### config.mk
export PLATFORM = sky130hd
export DESIGN_NAME = seg_craps_monitor
export DESIGN_NICKNAME = d
export VERILOG_FILES = /design/src/rtl/seg_craps_monitor.sv
export SDC_FILE = /design/constraint.sdc
export NUM_CORES = 1
export LEC_CHECK = 0
export ABC_AREA = 0
export BUFFER_PORTS_ARGS = -buffer_cell sky130_fd_sc_hd__buf_2
export CAP_MARGIN = 20
export CORE_ASPECT_RATIO = 1.25
export CORE_MARGIN = 2
export CORE_UTILIZATION = 40
export CTS_CLUSTER_SIZE = 10
export DETAILED_ROUTE_END_ITERATION = 12
export GPL_TIMING_DRIVEN = 1
export HOLD_SLACK_MARGIN = 0.02
export PLACE_DENSITY_LB_ADDON = 0.08
export SLEW_MARGIN = 25
export SYNTH_ARGS = -nofsm -noshare
export SYNTH_HDL_FRONTEND = slang
export SYNTH_SLANG_ARGS = --single-unit
### constraint.sdc
create_clock -name mHz -period 7.35 [get_ports mHz]
set_input_delay 0.735 -clock mHz [delete_from_list [all_inputs] [get_ports mHz]]
set_output_delay 0.735 -clock mHz [all_outputs]
set_load 0.02 [all_outputs]
### src/rtl/seg_craps_monitor.sv
// Receive-side craps scoreboard for a two-die multiplexed 7-seg bus.
// Decodes each digit, waits for stable throws and applies craps rules.
module seg_craps_monitor #(
  parameter int unsigned STABLE_CNT = 4,
  parameter int unsigned TIMEOUT    = 1023
) (
  input  logic       mHz,
  input  logic       reset,
  input  logic       sel,
  input  logic [6:0] seg,
  input  logic       roll,
  input  logic       new_game,
  output logic [2:0] dice1,
  output logic [2:0] dice2,
  output logic [3:0] sum,
  output logic [3:0] point,
  output logic       result_valid,
  output logic       win,
  output logic       lose,
  output logic       seg_err,
  output logic       timeout,
  output logic       busy
);

  localparam logic [2:0] S_COME  = 3'd0;
  localparam logic [2:0] S_POINT = 3'd1;
  localparam logic [2:0] S_WAIT  = 3'd2;
  localparam logic [2:0] S_WON   = 3'd3;
  localparam logic [2:0] S_LOST  = 3'd4;

  localparam logic [3:0] STB = 4'(STABLE_CNT);
  localparam logic [9:0] TMO = 10'(TIMEOUT);

  function automatic logic [2:0] decode(input logic [6:0] p);
    logic [2:0] v;
    case (p)
      7'b0110000: v = 3'd1;
      7'b1101101: v = 3'd2;
      7'b1111001: v = 3'd3;
      7'b0110011: v = 3'd4;
      7'b1011011: v = 3'd5;
      7'b1011111: v = 3'd6;
      default:    v = 3'd0;
    endcase
    return v;
  endfunction

  logic [2:0] state_q, state_d;
  logic       from_pt_q, from_pt_d;
  logic [2:0] cand1_q, cand1_d;
  logic [2:0] cand2_q, cand2_d;
  logic [3:0] cnt1_q, cnt1_d;
  logic [3:0] cnt2_q, cnt2_d;
  logic [9:0] tmo_q, tmo_d;
  logic [2:0] dice1_q, dice1_d;
  logic [2:0] dice2_q, dice2_d;
  logic [3:0] sum_q, sum_d;
  logic [3:0] point_q, point_d;
  logic       rv_q, rv_d;
  logic       win_q, win_d;
  logic       lose_q, lose_d;
  logic       err_q, err_d;
  logic       to_q, to_d;
  logic [2:0] code;
  logic [3:0] tot;

  // Next-state: digit stability tracking, throw acceptance and craps rules
  always_comb begin
    state_d   = state_q;
    from_pt_d = from_pt_q;
    cand1_d   = cand1_q;
    cand2_d   = cand2_q;
    cnt1_d    = cnt1_q;
    cnt2_d    = cnt2_q;
    tmo_d     = tmo_q;
    dice1_d   = dice1_q;
    dice2_d   = dice2_q;
    sum_d     = sum_q;
    point_d   = point_q;
    win_d     = win_q;
    lose_d    = lose_q;
    rv_d      = 1'b0;
    err_d     = 1'b0;
    to_d      = 1'b0;
    code      = decode(seg);
    tot       = 4'd0;
    if (new_game) begin
      state_d = S_COME;
      point_d = 4'd0;
      win_d   = 1'b0;
      lose_d  = 1'b0;
      cnt1_d  = 4'd0;
      cnt2_d  = 4'd0;
      tmo_d   = 10'd0;
    end else begin
      case (state_q)
        S_COME, S_POINT: begin
          if (roll) begin
            state_d   = S_WAIT;
            from_pt_d = (state_q == S_POINT);
            cnt1_d    = 4'd0;
            cnt2_d    = 4'd0;
            tmo_d     = 10'd0;
          end
        end
        S_WAIT: begin
          tmo_d = tmo_q + 10'd1;
          if (code == 3'd0) begin
            err_d = 1'b1;
            if (sel) cnt2_d = 4'd0;
            else     cnt1_d = 4'd0;
          end else if (sel) begin
            if (code == cand2_q) begin
              if (cnt2_q < STB) cnt2_d = cnt2_q + 4'd1;
            end else begin
              cand2_d = code;
              cnt2_d  = 4'd1;
            end
          end else begin
            if (code == cand1_q) begin
              if (cnt1_q < STB) cnt1_d = cnt1_q + 4'd1;
            end else begin
              cand1_d = code;
              cnt1_d  = 4'd1;
            end
          end
          if (cnt1_d == STB && cnt2_d == STB) begin
            tot     = {1'b0, cand1_d} + {1'b0, cand2_d};
            dice1_d = cand1_d;
            dice2_d = cand2_d;
            sum_d   = tot;
            rv_d    = 1'b1;
            if (!from_pt_q) begin
              if (tot == 4'd7 || tot == 4'd11) begin
                win_d   = 1'b1;
                state_d = S_WON;
              end else if (tot == 4'd2 || tot == 4'd3 || tot == 4'd12) begin
                lose_d  = 1'b1;
                state_d = S_LOST;
              end else begin
                point_d = tot;
                state_d = S_POINT;
              end
            end else if (tot == point_q) begin
              win_d   = 1'b1;
              state_d = S_WON;
            end else if (tot == 4'd7) begin
              lose_d  = 1'b1;
              state_d = S_LOST;
            end else begin
              state_d = S_POINT;
            end
          end else if (tmo_d == TMO) begin
            to_d    = 1'b1;
            state_d = from_pt_q ? S_POINT : S_COME;
          end
        end
        default: ;
      endcase
    end
  end

  // State registers with synchronous active-high reset
  always_ff @(posedge mHz) begin
    if (reset) begin
      state_q   <= S_COME;
      from_pt_q <= 1'b0;
      cand1_q   <= 3'd0;
      cand2_q   <= 3'd0;
      cnt1_q    <= 4'd0;
      cnt2_q    <= 4'd0;
      tmo_q     <= 10'd0;
      dice1_q   <= 3'd0;
      dice2_q   <= 3'd0;
      sum_q     <= 4'd0;
      point_q   <= 4'd0;
      rv_q      <= 1'b0;
      win_q     <= 1'b0;
      lose_q    <= 1'b0;
      err_q     <= 1'b0;
      to_q      <= 1'b0;
    end else begin
      state_q   <= state_d;
      from_pt_q <= from_pt_d;
      cand1_q   <= cand1_d;
      cand2_q   <= cand2_d;
      cnt1_q    <= cnt1_d;
      cnt2_q    <= cnt2_d;
      tmo_q     <= tmo_d;
      dice1_q   <= dice1_d;
      dice2_q   <= dice2_d;
      sum_q     <= sum_d;
      point_q   <= point_d;
      rv_q      <= rv_d;
      win_q     <= win_d;
      lose_q    <= lose_d;
      err_q     <= err_d;
      to_q      <= to_d;
    end
  end

  assign dice1        = dice1_q;
  assign dice2        = dice2_q;
  assign sum          = sum_q;
  assign point        = point_q;
  assign result_valid = rv_q;
  assign win          = win_q;
  assign lose         = lose_q;
  assign seg_err      = err_q;
  assign timeout      = to_q;
  assign busy         = (state_q == S_WAIT);

endmodule

==> summary.txt <==
Die
  – Boundary pin count: 32
  – DIE HEIGHT: 97 um
  – Initial Utilization: 0.416
  – Die area: 7600 um^2
  – Die Wd: 78.4 um
  – Core Box Area: 6650 um^2
  – FP Rows: 33

Clock tree
  – Worst skew pair latency: 0.30 ns
  – Clock sinks: 47
  – CTS Hold Bufs: 0
  – TritonCTS clock tree: built
  – CTS Root Buffer Type: clkbuf_8
  – H-tree levels: 2
  – Register clock-pin slew on the reported worst setup and hold paths: 0.09 ns
  – CTS resizes: 0
  – Post-CTS Setup Inserts: 0
  – Total CTS buffers: 5
  – CTS max path bufs: 2

Power and ir drop
  – Comb power frac: 0.127
  – Part of the power in registers: 0.506
  – Internal Power: 0.000378 W
  – Clock share of power: 0.367
  – Leakage: 1.20 nW
  – Psw: 0.000133 W
  – Net Sw Frac: 0.261
  – VDD IR-drop max: 67.1 uV
  – PwrDens: 167 nW/um^2

Global routing
  – Largest net degree at the start of global routing: 24
  – Number of global-route vias before repair: 2278
  – Total GRT Usage: 0.178
  – First-pass GRT wire length: 11200 um
  – Gr ovfl total: 0
  – Antenna violations before repair: 0

Logic synthesis
  – Seq/Total Area, Yosys: 0.340
  – Synth Cell Area: 2770 um^2
  – Yosys Warn Count: 0
  – Unique masters post-synth: 58
  – Post-synth top flop: dfxtp_1
  – Synthesized net count: 361
  – Syn Inst Count: 341
  – Mean Syn Cell Area: 8.12 um^2
  – #FFs+latches synth: 47
  – Ys async rst share: 0
  – Post-synth EDFFs: 0

Timing
  – Period utilization: 0.570
  – Min cycle time layout: 4.19 ns
  – Final hold violations: 0
  – Layout Skew: 0.00846 ns
  – Final setup violation count: 0
  – Headroom to the max-slew limit: 0.388
  – Fmax: 238 MHz
  – Setup TNS: 0 ns
  – Slew Limit Fails: 0
  – Unrepaired setup endpoints after global routing: false
  – Worst Max-Slew Pin Slew: 0.918 ns

Layout
  – Area of the multi-input gates: 1710 um^2
  – Fillers: 676
  – FF/Latch Area: 941 um^2
  – Commonest cells after routing, fill and taps aside: dfxtp_1, nor2_1, nand2_1
  – Most common cell after layout, fill and taps aside: dfxtp_1
  – Fraction of final layout cells sized beyond drive strength 1: 0.148
  – Finished Layout Cells: 451
  – Area Overhead vs Synth: 10.9%
  – Final net count: 384
  – Antenna cells: 0

Detailed routing
  – Initial DRC count: 88
  – Post-detailed-routing wire length: 6740 um
  – Antenna-violating nets left: 0
  – Vias/cell: 5.70
  – Top sig layer: met4
  – Per-cell routed wire length: 14.9 um
  – Met2 WL: 3250 um
  – DRC: 0
  – M1 wire length: 3160 um
  – Met3 WL post-DR: 280 um
  – First-pass iteration count of the detailed router: 4
  – Routed vias: 2571

Worst setup path
  – CP max FO: 10
  – Setup crit start kind: primary input
  – R2R cell count: 10
  – Worst setup path startpoint: seg[2]
  – CP Class: primary input to register
  – RR Endpoint: point[2]
  – Critical path endpoint category: register
  – CP arrival: 4.38 ns
  – Worst r2r src: cand1_q[1]
  – CP required: 7.54 ns
  – Reg-to-reg slack, setup: 4.37 ns

Job
  – Max Cap Violations: 0

Hold path
  – Hold Crit Endpoint: win
  – Hold path depth: 2
  – HP Class: register to register
  – Hold path start: win

Place
  – IO Port Bufs: 31
  – Dpl cells: 444
  – Gpl congestion: 0.863
  – Hpwl dp: 4770 um

Outcome
  – Status: finished, final reports clean
-- cells by family (layout without fill, tap and decap cells) --
logic type               count (synthesis)  in the layout  synth area share
buffers and inverters                   29             52            0.0438
AO/OA/AOI/OAI                          103            103             0.264
adder cells (fa/ha/maj)                  9              9            0.0425
XOR/XNOR                                15             15            0.0475
AND/OR/NAND/NOR                        133            133             0.245
flip-flops                              47             47             0.340
multiplexers                             5              5            0.0181
-- worst max path at each step --
stage / slack (ns) / end
floorplan: 3.38 / point[0]
global placement: 2.93 / point[1]
detailed placement: 2.88 / point[1]
CTS: 3.18 / point[1]
global route: 2.58 / point[2]
finish: 3.16 / point[2]
-- critical path: stages --
cell	delay [ns]
buf_2	0.13
nor4b_1	0.31
o21ai_0	0.17
nand3_1	0.38
nand2_1	0.14
a22oi_1	0.26
inv_1	0.08
ha_1	0.21
fa_1	0.38
xnor2_1	0.58
nor4_1	0.12
a2111oi_0	0.41
nand3_1	0.28
mux2i_1	0.18
-- per-layer routing --
metal  up-vias  GRT usage
li1       1306          -
met1      1207      0.247
met2        54      0.283
met3         4     0.0299
met4         0     0.0526
met5         -          0
-- cell usage after synthesis (7+ instances only) --
master    count  area (um^2)
nand3_1      12         60.1
nor2_1       41          154
dfxtp_1      47          941
clkbuf_1     12         45.0
a21oi_1      19         95.1
nand2_1      33          124
a31oi_1      11         68.8
o21ai_0      20          100
xor2_1        8         70.1
nor3_1        8         40.0
a211oi_1     15          113
xnor2_1       7         61.3
inv_1        13         48.8
ha_1          7         87.6
-- area by class of cell --
type	count	area share
multi-input cells	265	0.556
flip-flops and latches	47	0.307
repair buffers	32	0.0530
well taps	87	0.0355
clock buffers	6	0.0236
inverters	13	0.0159
clock inverters	1	0.00978
-- flip-flops by register name (all words and copies together), names as in the netlist --
register,flops
cand1_q,3
cand2_q,3
cnt1_q,4
cnt2_q,4
dice1,3
dice2,3
from_pt_q,1
lose,1
point,4
result_valid,1
seg_err,1
state_q,3
sum,4
timeout,1
tmo_q,10
win,1
-- metrics by stage --
stage / total power, W / util / worst slack, ns / hold slack, ns / area [um^2]
after floorplan: 0.000312 / - / 3.38 / 0.439 / 2770
after global placement: 0.000329 / 0.446 / 2.93 / 0.450 / 2970
after detailed placement: 0.000330 / 0.446 / 2.88 / 0.456 / 2970
after CTS: 0.000518 / 0.462 / 3.18 / 0.478 / 3070
after global routing: 0.000534 / 0.462 / 2.58 / 0.495 / 3070
final: 0.000511 / 0.462 / 3.16 / 0.479 / 3070
-- power by group through the flow --
stage	clock network, W	logic [W]	registers [W]
3_3_place_gp	0	0.0000648	0.000265
5_1_grt	0.000202	0.0000728	0.000259
6_report	0.000187	0.0000651	0.000259
3_5_place_dp	0	0.0000652	0.000265
4_1_cts	0.000194	0.0000654	0.000259
2_1_floorplan	0	0.0000480	0.000264
Note: power is estimated with default switching activity, not from simulation.
